==> config.mk <==
export PLATFORM = sky130hd
export DESIGN_NAME = poison_field
export DESIGN_NICKNAME = d
export VERILOG_FILES = /design/src/rtl/poison_field.sv
export SDC_FILE = /design/constraint.sdc
export NUM_CORES = 1
export LEC_CHECK = 0
export BUFFER_PORTS_ARGS = -buffer_cell sky130_fd_sc_hd__buf_2
export CAP_MARGIN = 0
export CORE_MARGIN = 2
export CORE_UTILIZATION = 35
export DETAILED_ROUTE_END_ITERATION = 16
export PLACE_DENSITY = 0.54
export SLEW_MARGIN = 20
export SYNTH_ARGS = -nofsm -noshare
export SYNTH_HDL_FRONTEND = slang
export SYNTH_SLANG_ARGS = --single-unit
==> constraint.sdc <==
create_clock -name clk -period 2.4 [get_ports clk]
set_input_delay 0 -clock clk [delete_from_list [all_inputs] [get_ports clk]]
set_output_delay 0 -clock clk [all_outputs]
set_load 0.005 [all_outputs]
==> src/rtl/poison_field.sv <==
// poison_field: N_POISON independent poison items for the snake-game grid.
//
// Each slot cycles ACTIVE -> DEAD -> PLACE -> ACTIVE.
// - ACTIVE: the slot is on the board. If the head lands on it while the game
//   is in PLAY_STATE, the slot is parked off-board and a respawn countdown starts.
// - DEAD: the countdown moves only on PLAY-state ticks.
// - PLACE: the slot waits for a free cell. The candidate cell comes from a free-running LFSR.
//
// Ports:
//   clk, reset        clock; asynchronous active-low reset
//   state, tick       game FSM state and one-cycle game-step strobe
//   head_x, head_y    snake head cell
//   food_x, food_y    food cell (never chosen for placement)
//   poison_x/_y       packed slot coordinates, slot i at [i*COORD_W +: COORD_W]
//   poison_active     per-slot on-board/lethal flag
//   touch_poison      one-cycle pulse after the head hits an active slot
//   touch_idx         lowest index of the slot hit, valid with touch_poison
//
// All outputs come straight from registers.
module poison_field #(
    parameter int unsigned N_POISON      = 4,
    parameter int unsigned COORD_W       = 4,
    parameter int unsigned GRID_W        = 12,
    parameter int unsigned GRID_H        = 12,
    parameter logic [2:0]  PLAY_STATE    = 3'b010,
    parameter int unsigned PARK_XY       = 13,
    parameter int unsigned INIT_X        = 5,
    parameter int unsigned INIT_Y        = 3,
    parameter int unsigned RESPAWN_TICKS = 8,
    parameter logic [15:0] LFSR_SEED     = 16'hACE1
) (
    input  logic                        clk,
    input  logic                        reset,
    input  logic [2:0]                  state,
    input  logic                        tick,
    input  logic [COORD_W-1:0]          head_x,
    input  logic [COORD_W-1:0]          head_y,
    input  logic [COORD_W-1:0]          food_x,
    input  logic [COORD_W-1:0]          food_y,
    output logic [N_POISON*COORD_W-1:0] poison_x,
    output logic [N_POISON*COORD_W-1:0] poison_y,
    output logic [N_POISON-1:0]         poison_active,
    output logic                        touch_poison,
    output logic [2:0]                  touch_idx
);

    localparam int unsigned        CNT_W   = $clog2(RESPAWN_TICKS + 1);
    localparam int unsigned        CW1     = COORD_W + 1;
    localparam logic [COORD_W-1:0] PARK    = COORD_W'(PARK_XY);
    localparam logic [COORD_W-1:0] HOME_X  = COORD_W'(INIT_X);
    localparam logic [CW1-1:0]     GRID_WL = CW1'(GRID_W);
    localparam logic [CW1-1:0]     GRID_HL = CW1'(GRID_H);
    localparam logic [CNT_W-1:0]   RESPAWN = CNT_W'(RESPAWN_TICKS);
    localparam logic [CNT_W-1:0]   CNT_ONE = CNT_W'(1);

    typedef enum logic [1:0] {
        StActive,
        StDead,
        StPlace
    } slot_st_e;

    // Slot state
    slot_st_e           st_q  [N_POISON];
    logic [COORD_W-1:0] x_q   [N_POISON];
    logic [COORD_W-1:0] y_q   [N_POISON];
    logic [CNT_W-1:0]   cnt_q [N_POISON];
    logic [15:0]        lfsr_q;
    logic               touch_q;
    logic [2:0]         touch_idx_q;

    // Next-cycle decisions
    logic                play;
    logic [N_POISON-1:0] hit;
    logic                hit_any;
    logic [2:0]          hit_idx;
    logic                place_any;
    logic [2:0]          place_idx;
    logic [COORD_W-1:0]  cand_x;
    logic [COORD_W-1:0]  cand_y;
    logic                cand_busy;
    logic                cand_in_grid;
    logic                place_ok;
    logic                lfsr_fb;

    // Taps 16,14,13,11. A nonzero seed never reaches the all-zero state.
    assign lfsr_fb = lfsr_q[15] ^ lfsr_q[13] ^ lfsr_q[12] ^ lfsr_q[10];

    always_comb begin
        play      = (state == PLAY_STATE);
        hit       = '0;
        hit_any   = 1'b0;
        hit_idx   = '0;
        place_any = 1'b0;
        place_idx = '0;
        cand_busy = 1'b0;
        cand_x    = lfsr_q[COORD_W-1:0];
        cand_y    = lfsr_q[2*COORD_W-1:COORD_W];

        for (int i = 0; i < int'(N_POISON); i++) begin
            hit[i] = play && (st_q[i] == StActive) &&
                     (x_q[i] == head_x) && (y_q[i] == head_y);
            if ((st_q[i] == StActive) && (x_q[i] == cand_x) && (y_q[i] == cand_y)) begin
                cand_busy = 1'b1;
            end
        end

        // Scan downward so the lowest index wins.
        for (int i = int'(N_POISON) - 1; i >= 0; i--) begin
            if (hit[i]) begin
                hit_any = 1'b1;
                hit_idx = 3'(i);
            end
            if (st_q[i] == StPlace) begin
                place_any = 1'b1;
                place_idx = 3'(i);
            end
        end

        cand_in_grid = ({1'b0, cand_x} < GRID_WL) && ({1'b0, cand_y} < GRID_HL);
        place_ok     = play && place_any && cand_in_grid && !cand_busy &&
                       !((cand_x == head_x) && (cand_y == head_y)) &&
                       !((cand_x == food_x) && (cand_y == food_y));
    end

    always_ff @(posedge clk or negedge reset) begin
        if (!reset) begin
            lfsr_q      <= LFSR_SEED;
            touch_q     <= 1'b0;
            touch_idx_q <= '0;
            for (int i = 0; i < int'(N_POISON); i++) begin
                st_q[i]  <= StActive;
                x_q[i]   <= HOME_X;
                y_q[i]   <= COORD_W'(INIT_Y + 2 * i);
                cnt_q[i] <= '0;
            end
        end else begin
            lfsr_q  <= {lfsr_q[14:0], lfsr_fb};
            touch_q <= hit_any;
            if (hit_any) begin
                touch_idx_q <= hit_idx;
            end
            for (int i = 0; i < int'(N_POISON); i++) begin
                case (st_q[i])
                    StActive: begin
                        if (hit[i]) begin
                            st_q[i]  <= StDead;
                            x_q[i]   <= PARK;
                            y_q[i]   <= PARK;
                            cnt_q[i] <= RESPAWN;
                        end
                    end
                    StDead: begin
                        if (play && tick) begin
                            cnt_q[i] <= cnt_q[i] - 1'b1;
                            if (cnt_q[i] == CNT_ONE) begin
                                st_q[i] <= StPlace;
                            end
                        end
                    end
                    StPlace: begin
                        // Only the lowest-index waiting slot is served each cycle.
                        if (place_ok && (place_idx == 3'(i))) begin
                            st_q[i] <= StActive;
                            x_q[i]  <= cand_x;
                            y_q[i]  <= cand_y;
                        end
                    end
                    default: begin
                        st_q[i] <= StActive;
                    end
                endcase
            end
        end
    end

    always_comb begin
        poison_x      = '0;
        poison_y      = '0;
        poison_active = '0;
        for (int i = 0; i < int'(N_POISON); i++) begin
            poison_x[i*COORD_W +: COORD_W] = x_q[i];
            poison_y[i*COORD_W +: COORD_W] = y_q[i];
            poison_active[i]               = (st_q[i] == StActive);
        end
    end

    assign touch_poison = touch_q;
    assign touch_idx    = touch_idx_q;

endmodule

## After elaboration in Yosys (flattened, before gate mapping)

Cells that the tools add are included.

| storage, ports and cells | value |
|---|---|
| bits in registers | 76 |
| input bits | 22 |
| output and inout port bits | 40 |
| word-level logic and storage cells | 213 |

| operators by class | value |
|---|---|
| add/sub/neg operators | 4 |
| magnitude comparators | 2 |
| equal/unequal tests | 52 |
| mux-type cells | 72 |
| bitwise gates (word level) | 3 |
| reduce and logical (&&, ||, !) cells | 61 |

Operators with widths:

| cell | count |
|---|---|
| 4-bit case mux with 2 select lines | 12 |
| 4-bit == test | 20 |
| 4-bit two-way mux | 20 |
| 2-bit two-way mux | 18 |
| 1-bit logical AND | 33 |
| 2-bit case mux with 3 select lines | 4 |
| 3-bit AND reduction | 8 |
| 3-bit two-way mux | 6 |
| 4-bit by 1-bit == test with 1-bit output, second input constant | 4 |
| 2-bit by 1-bit != test with 1-bit output, second input constant | 8 |
| 2-bit != test, second input constant | 8 |
| 4-bit AND reduction | 4 |
| 2-bit nonzero test | 8 |
| 4-bit by 1-bit subtractor with 4-bit output, second input constant | 4 |
| 1-bit two-way mux | 12 |
| 3-bit by 2-bit == test with 1-bit output, second input constant | 3 |
| 2-bit by 1-bit == test with 1-bit output, second input constant | 4 |
| 2-bit == test, second input constant | 4 |
| 2-bit logical NOT | 4 |
| 4-bit less-than comparator, second input constant | 2 |
| 3-bit by 1-bit == test with 1-bit output, second input constant | 1 |
| 1-bit logical NOT | 3 |
| 3-bit logical NOT | 1 |
| 1-bit bitwise XOR | 3 |

## Longest topological paths before layout

| logic depth | value |
|---|---|
| word-level depth | 14 |
| depth in mapped cells | 8 |
| depth with buffers taken out | 6 |

## Least setup slack after synthesis

OpenSTA, ideal clock, no wires.

| timing path | value |
|---|---|
| path type | reg2reg |
| start | register lfsr_q[6] |
| end | register x_q, in the netlist poison_x[5] |
| library setup time | 125 ps |
| data arrival time | 2,429 ps |
| required time | 2,275 ps |
| slack | -154 ps |
| cell stages (with the launch flop) | 9 |
| path buffers | 2 |
| period minus slack after synthesis | 2,554 ps |
| cells stage by stage | dfstp_2 buf_4 xnor2_1 nand4_1 nor3_1 or4_4 buf_6 nor4_4 mux2_4 |

| between the ends | value |
|---|---|
| longest elaborated chain between the ends | 13 |
| elaborated cells between the ends (all ways) | 28 |
| those cells by class | 1 x order compare; 7 x eq/ne; 4 x mux; 16 x reduce/logical |

Ends and longest elaborated chain:

| item | RTL line | source |
|---|---|---|
| start: declaration | 67 | `logic [15:0] lfsr_q;` |
| start signal: assignment | 137 | `lfsr_q <= {lfsr_q[14:0], lfsr_fb};` |
| 4-bit == test | 102 | `if ((st_q[i] == StActive) && (x_q[i] == cand_x) && (y_q[i] == cand_y)) begin` |
| 1-bit logical AND | 102 |  |
| 1-bit two-way mux (4 in a row) | 102 |  |
| 1-bit logical NOT | 120 | `place_ok = play && place_any && cand_in_grid && !cand_busy &&` |
| 1-bit logical AND (2 in a row) | 120 |  |
| 1-bit logical AND * | 121 | `!((cand_x == head_x) && (cand_y == head_y)) &&` |
| 1-bit logical AND * | 162 | `if (place_ok && (place_idx == 3'(i))) begin` |
| 2-bit by 1-bit != test with 1-bit output (no line) * | - |  |
| 3-bit AND reduction (no line) * | - |  |
| end signal: indexed assignment | 164 | `x_q[i] <= cand_x;` |
| end: declaration | 64 | `logic [COORD_W-1:0] x_q [N_POISON];` |

Mark *: on every way between the ends. The rest lies on a longest branch, timed or not.
A chain may end at the register's enable or synchronous reset.

## Worst setup path after layout

| timing path | value |
|---|---|
| start | register lfsr_q[0] |
| end | register x_q, in the netlist poison_x[5] |

| between the ends | value |
|---|---|
| longest elaborated chain between the ends | 14 |
| elaborated cells between the ends (all ways) | 32 |
| those cells by class | 1 x order compare; 7 x eq/ne; 4 x mux; 20 x reduce/logical |

Ends and longest elaborated chain:

| item | RTL line |
|---|---|
| 4-bit == test | 102 |
| 1-bit logical AND (2 in a row) | 102 |
| 1-bit two-way mux (4 in a row) | 102 |
| 1-bit logical NOT | 120 |
| 1-bit logical AND (2 in a row) | 120 |
| 1-bit logical AND * | 121 |
| 1-bit logical AND * | 162 |
| 2-bit by 1-bit != test with 1-bit output (no line) * | - |
| 3-bit AND reduction (no line) * | - |

Marked as above.

==> results.py <==
metrics = {
    "clock_tree": {
        "cts-root-buf": "clkbuf_16",
        "numCtsBuffers": 9,
        "clk_pin_slew_worst_paths_ns": 0.06,
        "insertion_delay_ns": 0.34,
        "cts_buffer_depth": 2,
        "cts_tree": "built",
        "clock_sinks": 75,
        "cts_max_level": 3,
    },
    "synth": {
        "yosysTopAreaCell": "dfrtp_1",
        "synth_cells": 414,
        "synth_edf_count": 0,
        "syn-num-nets": 444,
        "yosys.cell_types.count": 48,
        "yosys_register_bits": 75,
        "synth.cell_area_um2": 4308,
        "ys_top_cells_by_area": "dfrtp_1 (29%), dfstp_2 (15%), xnor2_1 (14%), mux2i_1 (5.6%), xor2_1 (4.1%)",
        "ys_seq_area_share_pct": 44.29,
        "synth-async-reset-ratio_pct": 100.0,
        "syn_avg_cell_area_um2": 10.41,
        "ys.flop_type": "dfrtp_1",
        "yosys_warnings": 0,
        "yosysTopAreaCellShare_pct": 29.04,
    },
    "place": {
        "dp_hpwl_mm": 8.387,
        "gp_congestion": 0.9010,
        "port_buffers": 60,
        "dp_slack_ns": 0.006933,
        "placed_cells": 619,
    },
    "route": {
        "top_layer_used": "met4",
        "finalWirelength_mm": 11.25,
        "drtIter0Drc": 100,
        "avgRoutedWirePerCell_um": 17.45,
        "wl_met2_mm": 5.309,
        "drt_pass1_iterations": 4,
        "vias_per_cell": 4.975,
        "wl_met1_mm": 5.290,
        "via_count": 3209,
        "wl_met3_um": 505,
        "drc": 0,
        "antenna_left": 0,
    },
    "timing": {
        "finalHoldViolations": 0,
        "finClkSkew_ns": 0.005870,
        "hold_slack_ns": 0.1447,
        "setup_ws_ns": -0.02741,
        "clock.fmax_mhz": 412.0,
        "slew_headroom_pct": 35.19,
        "tightestPinTransition_ns": 0.9721,
        "setup_viol": 1,
        "post-route-min-period_ns": 2.427,
        "rsz0062_at_grt": "yes",
        "post-route-period-util_pct": 101.1,
        "slew_viol_final": 0,
    },
    "final_layout": {
        "final_common_cell": "xnor2_1",
        "nets": 523,
        "utilization_pct": 44.03,
        "drive_gt1_share_pct": 31.73,
        "final_cell_mix": "xnor2_1 (66), buf_2 (59), dfrtp_1 (47)",
        "stdcell_count": 645,
        "area_growth_pct": 22.77,
        "diodes": 0,
    },
    "global_route": {
        "overflow": 0,
        "grt_usage_pct": 18.13,
        "grt_max_degree": 76,
        "grt_pass1_vias": 3240,
        "grt_pass1_wl_mm": 18.06,
        "antenna_found_initial": 0,
    },
    "outcome": {
        "violations": "negative setup slack",
        "status": "finished, violations left",
    },
    "hold_path": {
        "hp-class": "in2reg",
        "hp-start": "tick",
    },
    "floorplan": {
        "rows": 40,
        "core_um2": 12010,
        "die_area_um2": 13210,
        "fp.dieH_um": 114.9,
        "die_w_um": 114.9,
        "ios": 62,
        "initial_core_util_pct": 35.86,
    },
    "critical_path": {
        "crit_type": "reg2reg",
        "critPathMaxFanout": 6,
        "reg2reg_from": "lfsr_q[0]$_DFF_PN1_",
        "critPathLaunchType": "register",
        "cp.buffers_inverters": 2,
        "cp.required_ns": 2.63,
        "cpPeakStageDelay_ns": 0.68,
        "slowest_stage": "dfstp_2",
        "endpoint_kind": "register",
        "crit_start": "lfsr_q[0]$_DFF_PN1_",
        "critPathTopFamily": "simple AND/OR/NAND/NOR gates",
        "cp_cell_sequence": "buf_6 > xnor2_2 > nand2_1 > nor3_1 > or4_4 > nor4_4 > buf_4 > mux2_4",
        "cp.arrival_ns": 2.65,
    },
    "flow_run": {
        "drv_cap": 0,
    },
    "pwr": {
        "power_density_nw_per_um2": 562.8,
        "power.total_w": 0.002976,
        "leakagePower_nw": 2.341,
        "peakVddDrop_mv": 0.5533,
    },
}
[state kept, by name, summed over array words and instances, names as in the netlist]
name	count
touch_poison	1
st_q	8
touch_idx	2
poison_y	16
poison_x	16
lfsr_q	16
cnt_q	16
[logic make-up after synthesis]
kind of cell	synth area share [%]
mux	8.104
other cells	0.08705
xor+xnor	18.30
buf+inv	5.199
simple gates	16.96
fa+ha+maj	2.324
compound gates	4.734
flops	44.29
[final timing paths]
kind | to | slack, ns | cells after the start
max | poison_x[5]$_DFFE_PN0P_ | -0.03 | 8
max in group asynchronous | lfsr_q[3]$_DFF_PN0_ | 1.35 | 2
min in group asynchronous | cnt_q[7]$_DFFE_PN0P_ | 0.34 | 2
min reg2reg | lfsr_q[15]$_DFF_PN1_ | 0.36 | 0
min | cnt_q[5]$_DFFE_PN0P_ | 0.14 | 3
max reg2reg | poison_x[5]$_DFFE_PN0P_ | -0.03 | 8
[report_power, final]
part,switching [W],internal [W]
Sequential,0.0000216,0.00129
Clock,0.000554,0.000906
Combinational,0.000121,0.0000855
[cell usage after synthesis (2+ instances only)]
cell type / number
or3_1: 4
xnor2_1: 70
buf_6: 6
mux2_2: 7
o21ai_0: 7
buf_4: 4
o32ai_1: 2
nor3_1: 10
nor3_4: 3
a22o_1: 4
nor2_1: 43
nor2b_1: 11
a2bb2oi_1: 2
nand2b_1: 5
mux2i_1: 24
a21oi_1: 5
nor4_1: 6
nand3_1: 10
ha_1: 8
clkbuf_1: 14
mux2_4: 2
xor2_1: 20
and3_1: 3
o22ai_1: 2
nand4_1: 13
dfrtp_1: 50
nand2_1: 16
dfstp_2: 25
inv_1: 17
o21bai_1: 3
[metal layers]
metal,vias up,global-route usage [%]
li1,1541,-
met2,79,28.75
met1,1576,24.47
met4,0,4.980
met3,13,5.008
met5,-,0
[worst register-to-register path, stage by stage (launching register included)]
cell	delay [ns]
dfstp_2	0.68
buf_6	0.15
xnor2_2	0.06
nand2_1	0.07
nor3_1	0.05
or4_4	0.56
nor4_4	0.26
buf_4	0.18
mux2_4	0.28
[layout make-up]
| cell class | count | area [um^2] |
|---|---|---|
| flip-flops and latches | 75 | 1912 |
| well taps | 147 | 183.9 |
| clock buffers | 9 | 225.2 |
| multi-input cells | 296 | 2216 |
| clock inverters | 7 | 92.59 |
| fillers | 1185 | 6723 |
| repair buffers | 94 | 595.6 |
| inverters | 17 | 63.81 |
[stage by stage]
stage,area [um^2],setup TNS (ns)
after floorplan,4334,-0.1560
after global routing,5289,-0.5986
after detailed placement,4850,0
final,5289,-0.02741
after global placement,4850,0
after CTS,5194,0
[what timing repair did]
| item | in CTS | in global routing |
|---|---|---|
| endpoints found under the setup margin | 10 | 30 |
| hold buffers | 1 | 0 |
| setup buffers | 2 | 7 |
| endpoints found under the hold margin | 50 | 0 |
| pin swaps | 1 | 4 |
| gates resized for setup | 1 | 12 |
Note: power is estimated with default switching activity, not from simulation.
